## config.mk

```make
export PLATFORM = sky130hd
export DESIGN_NAME = gray_frame_writer
export DESIGN_NICKNAME = d
export VERILOG_FILES = /design/src/rtl/gray_frame_writer.sv
export SDC_FILE = /design/constraint.sdc
export NUM_CORES = 1
export LEC_CHECK = 0
export CORE_MARGIN = 2
export CORE_UTILIZATION = 35
export CTS_BUF_LIST = sky130_fd_sc_hd__clkbuf_4 sky130_fd_sc_hd__clkbuf_8
export CTS_CLUSTER_SIZE = 25
export DETAILED_ROUTE_END_ITERATION = 8
export HOLD_SLACK_MARGIN = 0.08
export PLACE_DENSITY = 0.62
export SYNTH_ARGS = -nofsm -noshare
export SYNTH_HDL_FRONTEND = slang
export SYNTH_SLANG_ARGS = --single-unit
```

## constraint.sdc

```tcl
create_clock -name i_clk -period 6.86 [get_ports i_clk]
set_input_delay 0.686 -clock i_clk [delete_from_list [all_inputs] [get_ports i_clk]]
set_output_delay 0.686 -clock i_clk [all_outputs]
set_load 0.01 [all_outputs]
```

## src/rtl/gray_frame_writer.sv

```systemverilog
// Writes one grayscale frame to the SDRAM write port through a first-word-fall-through FIFO.
// Optional macro GRAY_WRITER_BINARY_EN adds i_bw_sel to write pure black/white pixels.
module gray_frame_writer #(
   parameter int unsigned NUM_PIXEL  = 307200,
   parameter int unsigned FIFO_DEPTH = 16,
   parameter int unsigned CNT_W      = 19
) (
   input  logic       i_clk,
   input  logic       i_rst,
   input  logic       i_start,
   input  logic       i_valid,
   input  logic [9:0] i_color,
   input  logic       i_bw,
`ifdef GRAY_WRITER_BINARY_EN
   input  logic       i_bw_sel,
`endif
   input  logic       i_write_ready,
   output logic       o_write_request,
   output logic [9:0] o_red,
   output logic [9:0] o_green,
   output logic [9:0] o_blue,
   output logic       o_done,
   output logic       o_overflow,
   output logic       o_busy
);

   localparam int unsigned AW = $clog2(FIFO_DEPTH);
   localparam logic [CNT_W-1:0] NumPix = CNT_W'(NUM_PIXEL);
`ifdef GRAY_WRITER_BINARY_EN
   localparam int unsigned DW = 11;
`else
   localparam int unsigned DW = 10;
`endif

   typedef enum logic [1:0] {StIdle, StRun, StDrain, StDone} state_e;

   state_e           state_q, state_d;
   logic [DW-1:0]    mem_q [FIFO_DEPTH];
   logic [AW:0]      wr_ptr_q, wr_ptr_d, rd_ptr_q, rd_ptr_d;
   logic [CNT_W-1:0] in_cnt_q, in_cnt_d, out_cnt_q, out_cnt_d, drop_cnt_q, drop_cnt_d;
   logic [CNT_W:0]   out_sum;
   logic             overflow_q, overflow_d;
   logic             empty, full, active, pop, run_accept, push_px, push_dummy, drop, wr_en;
   logic [DW-1:0]    wr_data, head;
   logic [9:0]       pix;

   assign empty      = (wr_ptr_q == rd_ptr_q);
   assign full       = (wr_ptr_q[AW] != rd_ptr_q[AW]) && (wr_ptr_q[AW-1:0] == rd_ptr_q[AW-1:0]);
   assign active     = (state_q == StRun) || (state_q == StDrain);
   assign pop        = active && !empty && i_write_ready;
   assign run_accept = (state_q == StRun) && (in_cnt_q != NumPix);
   assign push_px    = run_accept && i_valid && (!full || pop);
   assign drop       = run_accept && i_valid && full && !pop;
   // Dropped pixels are back-filled with black entries whenever a free slot shows up
   assign push_dummy = run_accept && !i_valid && (drop_cnt_q != '0) && (!full || pop);
   assign wr_en      = push_px || push_dummy;
   assign head       = mem_q[rd_ptr_q[AW-1:0]];

`ifdef GRAY_WRITER_BINARY_EN
   assign wr_data = push_px ? {i_bw, i_color} : {1'b1, 10'd0};
`else
   assign wr_data = push_px ? i_color : 10'd0;
   logic unused_bw;
   assign unused_bw = i_bw;
`endif

   always_comb begin
      pix = '0;
      if (!empty) begin
`ifdef GRAY_WRITER_BINARY_EN
         if (i_bw_sel) begin
            pix = head[10] ? 10'd0 : 10'd1023;
         end else begin
            pix = head[9:0];
         end
`else
         pix = head;
`endif
      end
   end

   always_comb begin
      state_d    = state_q;
      wr_ptr_d   = wr_ptr_q;
      rd_ptr_d   = rd_ptr_q;
      in_cnt_d   = in_cnt_q;
      drop_cnt_d = drop_cnt_q;
      overflow_d = overflow_q;
      out_sum    = {1'b0, out_cnt_q} + (CNT_W+1)'(pop);
      if (wr_en) wr_ptr_d = wr_ptr_q + (AW+1)'(1);
      if (pop)   rd_ptr_d = rd_ptr_q + (AW+1)'(1);
      if (run_accept && i_valid) in_cnt_d = in_cnt_q + CNT_W'(1);
      if (drop) begin
         drop_cnt_d = drop_cnt_q + CNT_W'(1);
         overflow_d = 1'b1;
      end else if (push_dummy) begin
         drop_cnt_d = drop_cnt_q - CNT_W'(1);
      end
      unique case (state_q)
         StIdle: begin
            if (i_start) begin
               state_d    = StRun;
               wr_ptr_d   = '0;
               rd_ptr_d   = '0;
               in_cnt_d   = '0;
               drop_cnt_d = '0;
               overflow_d = 1'b0;
               out_sum    = '0;
            end
         end
         StRun: begin
            if (in_cnt_q == NumPix) begin
               // Drops never back-filled are credited so out_cnt still reaches the frame size
               state_d    = StDrain;
               out_sum    = out_sum + {1'b0, drop_cnt_q};
               drop_cnt_d = '0;
            end
         end
         StDrain: if (out_cnt_q == NumPix) state_d = StDone;
         StDone:  if (!i_start) state_d = StIdle;
         default: state_d = StIdle;
      endcase
      out_cnt_d = (out_sum > {1'b0, NumPix}) ? NumPix : out_sum[CNT_W-1:0];
   end

   always_ff @(posedge i_clk) begin
      if (i_rst) begin
         state_q    <= StIdle;
         wr_ptr_q   <= '0;
         rd_ptr_q   <= '0;
         in_cnt_q   <= '0;
         out_cnt_q  <= '0;
         drop_cnt_q <= '0;
         overflow_q <= 1'b0;
      end else begin
         state_q    <= state_d;
         wr_ptr_q   <= wr_ptr_d;
         rd_ptr_q   <= rd_ptr_d;
         in_cnt_q   <= in_cnt_d;
         out_cnt_q  <= out_cnt_d;
         drop_cnt_q <= drop_cnt_d;
         overflow_q <= overflow_d;
      end
   end

   always_ff @(posedge i_clk) begin
      if (wr_en) mem_q[wr_ptr_q[AW-1:0]] <= wr_data;
   end

   assign o_write_request = active && !empty;
   assign o_red           = pix;
   assign o_green         = pix;
   assign o_blue          = pix;
   assign o_done          = (state_q == StDone);
   assign o_overflow      = overflow_q;
   assign o_busy          = active;

endmodule

```

# Word-level counts from Yosys, hierarchy flattened
# Memories as Yosys holds them, arrays and structs flattened. A register that Yosys moved wholly into a read port is not among the register bits.
# Cells that the tools add are included.
dict set report totals {
  ff_bits 70
  latchBits 0
  mem_bits_rw 160
  romBits 0
  input_bits 16
  out_inout_bits 34
  n_memories 1
}
# name depth word_bits read_ports rd_ports_with_merged_regs write_ports line_no
set mem_list {}
lappend mem_list {mem_q 16 10 1 1 1 38} ;# logic [DW-1:0] mem_q [FIFO_DEPTH];
dict set report op_classes {
  addsub 7
  n_mul 0
  n_div 0
  n_lt_le_gt_ge 1
  eq_ne 13
  n_shift 0
  muxes 31
  bitwise_logic 0
  reduce_logical 22
}
# op count
set ops {}
lappend ops {{$mux 19} 8}
lappend ops {{$mux 20} 2}
lappend ops {{$pmux 20 s2} 1}
lappend ops {{$add 19x1->19 const B} 2}
lappend ops {{$eq 19x19->1 const B} 2}
lappend ops {{$pmux 19 s2} 1}
lappend ops {{$mux 5} 6}
lappend ops {{$add 19x1->20} 1}
lappend ops {{$add 20x19->20} 1}
lappend ops {{$gt 20x19->1 const B} 1}
lappend ops {{$mux 10} 2}
lappend ops {{$ne 19x19->1 const B} 1}
lappend ops {{$reduce_bool 19->1} 1}
lappend ops {{$sub 19x1->19 const B} 1}
lappend ops {{$logic_and 1x1->1} 11}
lappend ops {{$add 5x1->5 const B} 2}
lappend ops {{$mux 2} 4}
lappend ops {{$pmux 2 s4} 1}
lappend ops {{$eq 5x5->1} 1}
lappend ops {{$mux 1} 5}
lappend ops {{$eq 2x2->1 const B} 2}
lappend ops {{$eq 4x4->1} 1}
lappend ops {{$logic_not 1->1} 4}
lappend ops {{$mux 4} 1}
lappend ops {{8 further kinds} 12}

# Depth between registers and ports, before layout
# Gate-level depths: netlist (run 1).
dict set report logic_depth {
  ltp_word 10
  mapped_depth 24
}

# Worst setup path after synthesis (run 1)
# No wires, ideal clock.
dict set report synth_path {
  kind {register -> register}
  from {reg wr_ptr_q[2]}
  to {reg out_cnt_q[7]}
  setup_time_ns 0.096
  t_arrival_ns 4.551
  slack_ns 2.213
  path_stages_with_launch 24
  n_path_buf 3
  synth_period_minus_slack_ns 4.647
  cell_sequence {dfxtp_1 clkbuf_1 xnor2_1 nand4_1 nor2b_1 nor2b_1 and2_1 clkbuf_1 ha_1 ha_1 and4_1 nand2_1 nor2_1 xnor2_1 ha_1 a221oi_1 o21ai_1 nor4bb_1 a221o_1 nor3_1 o211ai_1 a21oi_1 buf_2 nor4b_1}
}
dict set report synth_between {
  elab_chain_cells 10
  word_cells_on_any_way 11
  cone_classes {add/sub: 2; order compare: 1; eq/ne: 1; mux: 3; reduce/logical: 4}
}
# element line_no
set synth_lines {}
lappend synth_lines {{from (decl)} 39} ;# logic [AW:0] wr_ptr_q, wr_ptr_d, rd_ptr_q, rd_ptr_d;
lappend synth_lines {{from (signal assigned)} 137} ;# wr_ptr_q <= wr_ptr_d;
lappend synth_lines {{$eq 5x5->1 *} 47} ;# assign empty = (wr_ptr_q == rd_ptr_q);
lappend synth_lines {{$logic_not 1->1 *} n/a}
lappend synth_lines {{$logic_and 1x1->1 *} n/a}
lappend synth_lines {{net o_write_request} 18} ;# output logic o_write_request,
lappend synth_lines {{$logic_and 1x1->1 *} 50} ;# assign pop = active && !empty && i_write_ready;
lappend synth_lines {{$add 19x1->20 *} 89} ;# out_sum = {1'b0, out_cnt_q} + (CNT_W+1)'(pop);
lappend synth_lines {{$add 20x19->20} 115} ;# out_sum = out_sum + {1'b0, drop_cnt_q};
lappend synth_lines {{$mux 20} 112} ;# if (in_cnt_q == NumPix) begin
lappend synth_lines {{$pmux 20 s2 *} 99} ;# unique case (state_q)
lappend synth_lines {{$gt 20x19->1} 123} ;# out_cnt_d = (out_sum > {1'b0, NumPix}) ? NumPix : out_sum[CNT_W-1:0];
lappend synth_lines {{$reduce_or 2->1 (no line)} n/a}
lappend synth_lines {{to (signal assigned)} 140} ;# out_cnt_q <= out_cnt_d;
lappend synth_lines {{to (decl)} 40} ;# logic [CNT_W-1:0] in_cnt_q, in_cnt_d, out_cnt_q, out_cnt_d, drop_cnt_q, drop_cnt_d;
# The timed path passes the listed nets; every way through them passes the cells marked *.
# A chain may end at the register's enable or synchronous reset.

# Worst setup path after layout (run 1)
dict set report layout_path {
  from {reg rd_ptr_q[2]}
  to {reg out_cnt_q[0]}
}
dict set report layout_between {
  elab_chain_cells 10
  word_cells_on_any_way 11
  cone_classes {add/sub: 2; order compare: 1; eq/ne: 1; mux: 3; reduce/logical: 4}
}
# element line_no
set layout_lines {}
lappend layout_lines {{from (decl)} 39}
lappend layout_lines {{from (signal assigned)} 138} ;# rd_ptr_q <= rd_ptr_d;
lappend layout_lines {{$eq 5x5->1 *} 47}
lappend layout_lines {{$logic_not 1->1 *} 50}
lappend layout_lines {{$logic_and 1x1->1 * (2 in a row)} 50}
lappend layout_lines {{$add 19x1->20 *} 89}
lappend layout_lines {{$add 20x19->20} 115}
lappend layout_lines {{$mux 20} 112}
lappend layout_lines {{$pmux 20 s2 *} 99}
lappend layout_lines {{$gt 20x19->1} 123}
lappend layout_lines {{$reduce_or 2->1 (no line)} n/a}
# Every way passes the cells marked *; elsewhere a longest branch is shown, timed or not.

==> summary.md, run 1 <==
| Metric | Value |
|---|---|
| Via density | 5.16 |
| Max_cap viols | 0 |
| CP Capture Type | flop |
| Peak supply drop | 0.139 mV |
| Hold_ws | 0.476 ns |
| CTS Hold Bufs | 0 |
| Leakage power total | 4.61 nW |
| Top-count cell post-synth | edfxtp_1 |
| Asr flop ratio synth | 0 |
| Fin crit period | 5.51 ns |
| CTS tree | done |
| IO buf count | 48 |
| Design Power | 3.75 mW |
| Pre-Repair DR Iteration Count | 5 |
| FP Rows | 66 |
| Fmax | 0.182 GHz |
| DRC viols | 0 |
| Cell depth of the worst flop-to-flop path | 22 |
| GR Layer Usage met3 | 0.0281 |
| DRT Wirelength | 26.8 mm |
| Core Footprint | 32,500 um2 |
| Final Hold Viols | 0 |
| Clk pin slew, worst setup/hold paths | 0.07 ns |
| Critical path class | flop to flop |
| Global route overflow | 0 |
| Clock Path Buffers | 3 |
| WP data required | 7.26 ns |
| CTS buffer count | 41 |
| Period utilisation layout | 0.803 |
| Status | finished, final reports clean |
| Largest area contributor in the netlist | edfxtp_1 |
| CP endpoint | out_cnt_q[0] |
| All-Layer GR Usage | 0.159 |
| Clk Latency, worst-skew pair | 0.57 ns |
| Synth top cells by count | 160 x edfxtp_1, 87 x nor2_1, 70 x dfxtp_1, 50 x mux4_2, 41 x xor2_1 |
| Post-route core utilization | 0.408 |
| WL/cell | 18.7 um |
| First-pass GRT wire length | 41.5 mm |
| Placed insts | 1,358 |
| Die area | 34,300 um2 |
| Starting DRT DRC Count | 521 |
| Yosys top cell area share | 0.418 |
| Root Buffer Master | clkbuf_8 |
| Gate Count Post-Synth | 906 |
| Mapped Area | 11,500 um2 |
| Layout Skew | 0.0424 ns |
| Post-synth EDFFs | 160 |
| RSZ-0062 raised after global routing | false |
| Final TNS setup | 0 ns |
| Chip width | 185 um |
| Library cells used by synthesis | 68 |
| Post-route non-filler standard cell count | 1,432 |
| Reg2reg end | out_cnt_q[0] |
| DP Wirelength | 17.7 mm |
| Initial Util | 0.354 |
| R2R Setup Slk | 1.35 ns |
| Final Max Tran Viols | 0 |
| CP Max Fanout | 14 |
| Worst r2r src | rd_ptr_q[2] |
| Post-CTS sizing | 0 |
| Vias in the first global route | 7,334 |
| Area Growth Syn to Fin | 15.3% |
| Post-CTS setup buffers | 0 |
| H-tree depth | 2 |
| GR Layer Usage met1 | 0.207 |
| Syn avg cell area | 12.7 um2 |
| Power per cell area | 283 nW/um2 |
| Area contributors post-synth | edfxtp_1 42%, dfxtp_1 12%, mux4_2 9.8% |
| Seq/Total Area, Yosys | 0.540 |
| Least-Margin Pin Slew | 1.20 ns |
| FF+latch count, synth | 230 |
| Ys Warns | 0 |
| Tightest Hold Check Type | flop to flop |
| Layout cells sized above 1 | 0.178 |
| Routed Antenna Nets | 0 |
| CP arrival | 5.91 ns |
| N_diodes | 0 |
| Top FF cell, synth | edfxtp_1 |
| Synthesized Nets | 961 |
| Clock Sinks | 230 |
| Die Ht | 185 um |
| Endpoints failing setup | 0 |
| Initial antenna violation count | 0 |
| GR met2 Demand/Resource | 0.273 |
| Rel. slew slack | 0.198 |
| Net count reported at finish | 1,014 |
| I/O pins | 50 |
| Startpoint Class | flop |
| RD Place Congestion | 0.833 |
| Pin count of the biggest net entering global routing | 44 |
| Vias | 7,387 |
| CP Launch Point | rd_ptr_q[2] |
| Grt peak-use layer | met2 |
[state kept, by name, summed over array words and instances (netlist names)]
signal and count:
out_cnt_q 19, rd_ptr_q 5, mem_q 160, drop_cnt_q 19
state_q 2, wr_ptr_q 5, in_cnt_q 19, o_overflow 1
[cell usage in the layout, fill, tap and decap left out, drive strengths merged, types with 38 or more instances in the layout]
cell	instances
clkbuf	49
clkdlybuf4s50	48
dfxtp	70
edfxtp	160
ha	38
mux4	50
nand2	42
nor2	87
xnor2	39
xor2	41
[critical path, cell delays in order (launching register included)]
cell      delay, ns
dfxtp_1        0.30
buf_4          0.31
xnor2_1        0.10
nand4_1        0.14
nor2b_1        0.08
nor2b_1        0.13
and2_1         0.32
ha_1           0.27
ha_1           0.21
and4_1         0.25
nand3_1        0.10
xnor2_1        0.19
ha_1           0.46
nand4_1        0.16
o22ai_1        0.21
a211oi_1       0.12
o31a_1         0.36
or4_1          0.48
nand3_1        0.14
o21ai_1        0.13
a211oi_2       0.52
buf_4          0.29
nor4b_1        0.07
[power breakdown]
| group | total, mW | internal (mW) | switching, mW |
|---|---|---|---|
| clock | 1.31 | 0.712 | 0.596 |
| combinational | 0.807 | 0.332 | 0.475 |
| sequential | 1.63 | 1.57 | 0.0654 |
| total | 3.75 | 2.61 | 1.14 |
[cells by family after synthesis]
logic type	share of synthesized area
and+or+nand+nor	0.148
DFF	0.540
AOI/OAI and AO/OA	0.0686
buffers and inverters	0.0346
xor gates and xnor gates	0.0610
muxes	0.104
adders and majority gates	0.0431
[metrics by stage]
stage,cell area (um2),setup slack [ns]
2_1_floorplan,11500,2.21
3_3_place_gp,12400,1.26
3_5_place_dp,12400,1.29
4_1_cts,13300,1.35
5_1_grt,13300,0.899
6_report,13300,1.35
[routing by layer]
metal  part of all wire  routed length (um)
met1               0.45               12000
met2               0.49               13200
met3              0.046                1230
met4              0.017                 458
met5                  0                   0
[cell type report]
cell class	count	area, um2
inverter	22	82.6
clock buffer	49	643
clock inverter	25	206
multi-input combinational	594	4910
tap	442	553
sequential	230	6210
timing repair buffer	70	646
fill	3053	19200
[worst min-delay path by stage]
stage | end | slack [ns] | depth (start not counted) | startpoint
6_report | o_overflow | 0.48 | 2 | o_overflow
5_1_grt | o_overflow | 0.53 | 2 | o_overflow
4_1_cts | o_overflow | 0.48 | 2 | o_overflow
3_5_place_dp | o_overflow | 0.46 | 2 | o_overflow
3_3_place_gp | o_overflow | 0.46 | 2 | o_overflow
2_1_floorplan | in_cnt_q[18] | 0.47 | 2 | in_cnt_q[18]
Note: power is estimated with default switching activity, not from simulation.
==> inputs of run 2 (changes only) <==
==> constraint.sdc (replaced) <==
create_clock -name i_clk -period 5.7 [get_ports i_clk]
set_input_delay 0.57 -clock i_clk [delete_from_list [all_inputs] [get_ports i_clk]]
set_output_delay 0.57 -clock i_clk [all_outputs]
set_load 0.01 [all_outputs]
==> run 2 against run 1 <==
Final cell count shrank 0.28%. Sequential cell count unchanged. Register-to-register slack lost 0.91 ns. Largest cell class unchanged.
==> summary.md, run 2 (same netlist as run 1, synthesis figures left out) <==
| Metric | Value |
|---|---|
| Status | finished, final reports clean |
| Vias | 7,381 |
| Crit path max-delay family | simple AND/OR/NAND/NOR gates |
| Clock Path Buffers | 3 |
| Fin crit period | 5.26 ns |
| Net count reported at finish | 1,013 |
| RSZ-0062 raised after global routing | false |
| Routed Antenna Nets | 0 |
| Post-CTS sizing | 0 |
| Max_cap viols | 0 |
| Chip width | 185 um |
| Peak supply drop | 0.151 mV |
| H-tree depth | 2 |
| DP Wirelength | 17.7 mm |
| All-Layer GR Usage | 0.160 |
| WL/cell | 18.7 um |
| Area Growth Syn to Fin | 14.9% |
| Vias in the first global route | 7,428 |
| Worst path cell trace | xnor2_1, nand4_1, nor2b_1, nor2b_1, and2_1, ha_1, ha_1, and4_1, nand2_1, nor2_1, xor2_1, ha_1, a21oi_1, o21ai_1, nor4bb_1, a221o_1, nor3_1, o211ai_1, a21oi_1, buf_4, nand2_1, o21ba_2 |
| Die Ht | 185 um |
| Rel. slew slack | 0.193 |
| I/O pins | 50 |
| CTS Hold Bufs | 0 |
| Clk Latency, worst-skew pair | 0.57 ns |
| Initial Util | 0.354 |
| Slowest stage cell, crit path | dfxtp_1 |
| First-pass GRT wire length | 42.3 mm |
| Least-Margin Pin Slew | 1.20 ns |
| Layout cells sized above 1 | 0.177 |
| Pin count of the biggest net entering global routing | 44 |
| Global route overflow | 0 |
| CP most frequent cell | ha_1 |
| CTS tree | done |
| Max incr delay on CP | 0.58 ns |
| Tightest Hold Check Type | flop to flop |
| FP Rows | 66 |
| Clock Sinks | 230 |
| Layout Skew | 0.0381 ns |
| Period utilisation layout | 0.922 |
| Commonest non-fill, non-tap cell in the layout | edfxtp_1 |
| Endpoints failing setup | 0 |
| DRT Wirelength | 26.6 mm |
| Critical path class | flop to flop |
| Fmax | 0.190 GHz |
| Max FFs per register | 160 |
| WP data required | 6.17 ns |
| Pre-Repair DR Iteration Count | 5 |
| DRC viols | 0 |
| Die area | 34,300 um2 |
| CP Capture Type | flop |
| Via density | 5.17 |
| Starting DRT DRC Count | 578 |
| Final TNS setup | 0 ns |
| CP Buf/Inv Count | 1 |
| RD Place Congestion | 0.856 |
| CP arrival | 5.72 ns |
| Final Hold Viols | 0 |
| Startpoint Class | flop |
| Placed insts | 1,357 |
| Clk pin slew, worst setup/hold paths | 0.06 ns |
| Root Buffer Master | clkbuf_8 |
| N_diodes | 0 |
| Post-CTS setup buffers | 0 |
| IO buf count | 48 |
| Commonest non-fill, non-tap cells in the layout | 160 x edfxtp_1, 87 x nor2_1, 68 x dfxtp_1, 50 x mux4_2, 48 x clkdlybuf4s50_1 |
| Initial antenna violation count | 0 |
| Post-route non-filler standard cell count | 1,428 |
| Core Footprint | 32,500 um2 |
| CP Max Fanout | 15 |
| Power per cell area | 336 nW/um2 |
| Final Max Tran Viols | 0 |
| CTS buffer count | 41 |
| Leakage power total | 4.60 nW |
run 2: cell types whose count changed in the layout (fill, tap and decap cells not counted):
cell / before / now
clkinv_1: 9 / 6
clkbuf_8: 44 / 45
buf_4: 22 / 21
bufinv_16: 2 / 0
clkinv_4: 1 / 0
clkbuf_4: 5 / 16
clkinvlp_4: 2 / 0
clkinv_2: 8 / 1
run 2: cell type report:
cell class	count	area, um2
Clock inverter	10	76.3
Sequential cell	230	6210
Inverter	22	82.6
Clock buffer	61	739
Timing Repair Buffer	69	638
Fill cell	2996	19200
Multi-Input combinational cell	594	4910
Tap cell	442	553
run 2: report_power, final:
group	switching [mW]	internal, mW	total (mW)
Sequential	0.0748	1.89	1.96
Clock	0.675	0.837	1.51
Combinational	0.558	0.401	0.959
Total	1.31	3.13	4.43
run 2: routing by layer:
| metal | vias to the layer above | track usage | routed length, um |
|---|---|---|---|
| li1 | 3513 | - | - |
| met3 | 41 | 0.0315 | 1490 |
| met5 | - | 0 | 0 |
| met2 | 172 | 0.269 | 12900 |
| met1 | 3655 | 0.211 | 11700 |
| met4 | 0 | 0.0460 | 576 |
run 2: worst reg2reg max path: stages (launching register included):
cell      delay (ns)
dfxtp_1         0.58
xnor2_1         0.13
nand4_1         0.14
nor2b_1         0.07
nor2b_1         0.24
and2_1          0.41
ha_1            0.28
ha_1            0.21
and4_1          0.27
nand2_1         0.09
nor2_1          0.14
xor2_1          0.28
ha_1            0.36
a21oi_1         0.28
o21ai_1         0.18
nor4bb_1        0.18
a221o_1         0.35
nor3_1          0.21
o211ai_1        0.13
a21oi_1         0.15
buf_4           0.21
nand2_1         0.09
o21ba_2         0.20
run 2: through the flow:
stage                     utilization  worst slack [ns]  cell area, um2  power (mW)  hold slack, ns
after floorplan                     -              1.05           11500        2.67           0.471
after global placement          0.382             0.514           12400        2.95           0.456
after detailed placement        0.382             0.459           12400        2.96           0.467
after CTS                       0.407             0.452           13200        4.48           0.481
after global routing            0.407            0.0133           13200        4.67           0.527
final                           0.407             0.443           13200        4.43           0.486
run 2: final timing paths:
| check | cells past startpoint | start | slack [ns] | end |
|---|---|---|---|---|
| min reg2reg | 2 | o_overflow | 0.49 | o_overflow |
| max | 22 | wr_ptr_q[2] | 0.44 | out_cnt_q[13] |
| min | 2 | o_overflow | 0.49 | o_overflow |
| max reg2reg | 22 | wr_ptr_q[2] | 0.44 | out_cnt_q[13] |
==> inputs of run 3 (changes only) <==
--- a/config.mk
+++ b/config.mk
@@ -12,6 +12,8 @@
 export DETAILED_ROUTE_END_ITERATION = 8
 export HOLD_SLACK_MARGIN = 0.08
 export PLACE_DENSITY = 0.62
+export SETUP_SLACK_MARGIN = 0.3
+export SKIP_CTS_REPAIR_TIMING = 1
 export SYNTH_ARGS = -nofsm -noshare
 export SYNTH_HDL_FRONTEND = slang
 export SYNTH_SLANG_ARGS = --single-unit
==> constraint.sdc (replaced) <==
create_clock -name i_clk -period 5.9 [get_ports i_clk]
set_input_delay 0.59 -clock i_clk [delete_from_list [all_inputs] [get_ports i_clk]]
set_output_delay 0.59 -clock i_clk [all_outputs]
set_load 0.01 [all_outputs]
==> run 3 against run 2 <==
Wire length barely moved. Via count rose by 0.58%. First-iteration DRC count rose by 1.0%. Clock skew rose by 0.0096 ns. Non-clock buffer count rose by 4. Critical path depth fell by 2. Combinational power fell by 2.8%. Final cell count rose by 0.14%. Fmax rose by 2.3%. Sequential cell count did not move. Largest power group unchanged.
==> summary.md, run 3 (same netlist as run 1, synthesis figures left out) <==
| Metric | Value |
|---|---|
| Status | finished, final reports clean |
| N_diodes | 0 |
| Clock Sinks | 230 |
| Layout cells sized above 1 | 0.177 |
| H-tree depth | 2 |
| DRC viols | 0 |
| Start point of the worst hold path | o_overflow |
| NetSw | 1.27 mW |
| Global route overflow | 0 |
| GR met2 Demand/Resource | 0.266 |
| Die Ht | 185 um |
| GR Layer Usage met1 | 0.210 |
| Tightest Hold Check Type | flop to flop |
| DP Wirelength | 17.5 mm |
| Startpoint Class | flop |
| CP Capture Type | flop |
| Final TNS setup | 0 ns |
| Vias in the first global route | 7,273 |
| Grt peak-use layer | met2 |
| Clk Latency, worst-skew pair | 0.57 ns |
| Layout Skew | 0.0477 ns |
| Least-Margin Pin Slew | 0.960 ns |
| CP Launch Point | wr_ptr_q[2] |
| CP Max Fanout | 12 |
| Fmax | 0.195 GHz |
| Critical path class | flop to flop |
| Pin count of the biggest net entering global routing | 44 |
| Post-route non-filler standard cell count | 1,430 |
| CTS buffer count | 39 |
| Clk pin slew, worst setup/hold paths | 0.06 ns |
| WL/cell | 18.6 um |
| Design Area, Final | 13,200 um2 |
| P_int | 2.93 mW |
| Via density | 5.19 |
| Max FFs per register | 160 |
| Chip width | 185 um |
| Rel. slew slack | 0.360 |
| Placed cell area | 12,400 um2 |
| Starting DRT DRC Count | 584 |
| I/O pins | 50 |
| Commonest non-fill, non-tap cells in the layout | 160 x edfxtp_1, 87 x nor2_1, 68 x dfxtp_1, 50 x mux4_2, 48 x clkdlybuf4s50_1 |
| Clock Path Buffers | 3 |
| RSZ-0062 raised after global routing | false |
| Final Max Tran Viols | 0 |
| Worst r2r src | wr_ptr_q[2] |
| Core Footprint | 32,500 um2 |
| Vias | 7,424 |
| WP data required | 6.31 ns |
| Post-route core utilization | 0.406 |
| Initial antenna violation count | 0 |
| All-Layer GR Usage | 0.158 |
| FP Rows | 66 |
| Endpoints failing setup | 0 |
| Max_cap viols | 0 |
| Sequential power share | 0.452 |
| DRT Wirelength | 26.6 mm |
| Final Hold Viols | 0 |
| RD Place Congestion | 0.877 |
| First-pass GRT wire length | 41.2 mm |
| Root Buffer Master | clkbuf_8 |
| Combinational power share | 0.222 |
| CP arrival | 5.55 ns |
| Period utilisation layout | 0.871 |
| IO buf count | 48 |
| Area Growth Syn to Fin | 14.6% |
| Fin crit period | 5.14 ns |
| Placed insts | 1,361 |
| Routed Antenna Nets | 0 |
| Sw Ratio | 0.302 |
| Design Power | 4.20 mW |
| Commonest non-fill, non-tap cell in the layout | edfxtp_1 |
| Clk pwr share | 0.326 |
| GR Layer Usage met3 | 0.0244 |
| Net count reported at finish | 1,015 |
| Power per cell area | 319 nW/um2 |
| Peak supply drop | 0.141 mV |
| CTS tree | done |
| Die area | 34,300 um2 |
| Pre-Repair DR Iteration Count | 5 |
| Initial Util | 0.354 |
| Leakage power total | 4.59 nW |
==> run 3: area by class of cell <==
type / count / area, um2
Multi-Input combinational cell: 594 / 4920
Inverter: 22 / 82.6
Clock buffer: 52 / 641
Timing Repair Buffer: 73 / 668
Clock inverter: 17 / 104
Fill cell: 3053 / 19300
Sequential cell: 230 / 6210
Tap cell: 442 / 553
==> run 3: worst max-delay path, stage by stage, from the launching register on <==
cell and delay (ns):
dfxtp_1 0.57, xnor2_1 0.13, nand4_1 0.14, nor2b_1 0.08, nor2b_1 0.13, and2_1 0.22, ha_1 0.22, ha_1 0.22
and4_1 0.28, nand3_1 0.12, xnor2_1 0.18, ha_1 0.46, nand4_1 0.15, o22ai_1 0.19, a211oi_1 0.11, o31a_1 0.32
or4_1 0.47, nand3_1 0.12, o21ai_1 0.15, a211oi_4 0.63, nor4bb_1 0.12
==> run 3: worst paths after layout <==
kind	end	slack, ns	cells after the start
worst max register to register	out_cnt_q[8]	0.76	20
worst min register to register	o_overflow	0.47	2
worst min-delay path	o_overflow	0.47	2
worst max-delay path	out_cnt_q[8]	0.76	20
==> run 3: metrics by stage <==
stage | hold WS [ns] | setup WS [ns]
global route | 0.502 | 0.291
CTS | 0.478 | 0.456
global placement | 0.460 | 0.432
detailed placement | 0.463 | 0.356
finish | 0.472 | 0.762
floorplan | 0.471 | 1.25
==> run 3: layer usage <==
layer	routed length, um	up-vias
li1	-	3516
met1	11800	3693
met2	13100	175
met3	1210	40
met4	582	0
met5	0	-
==> run 3: power by group through the flow <==
stage	sequential (mW)	clock (mW)	combinational, mW
global placement	1.93	0	0.921
global route	1.91	1.48	1.03
CTS	1.90	1.41	0.935
detailed placement	1.93	0	0.931
floorplan	1.90	0	0.680
finish	1.90	1.37	0.932
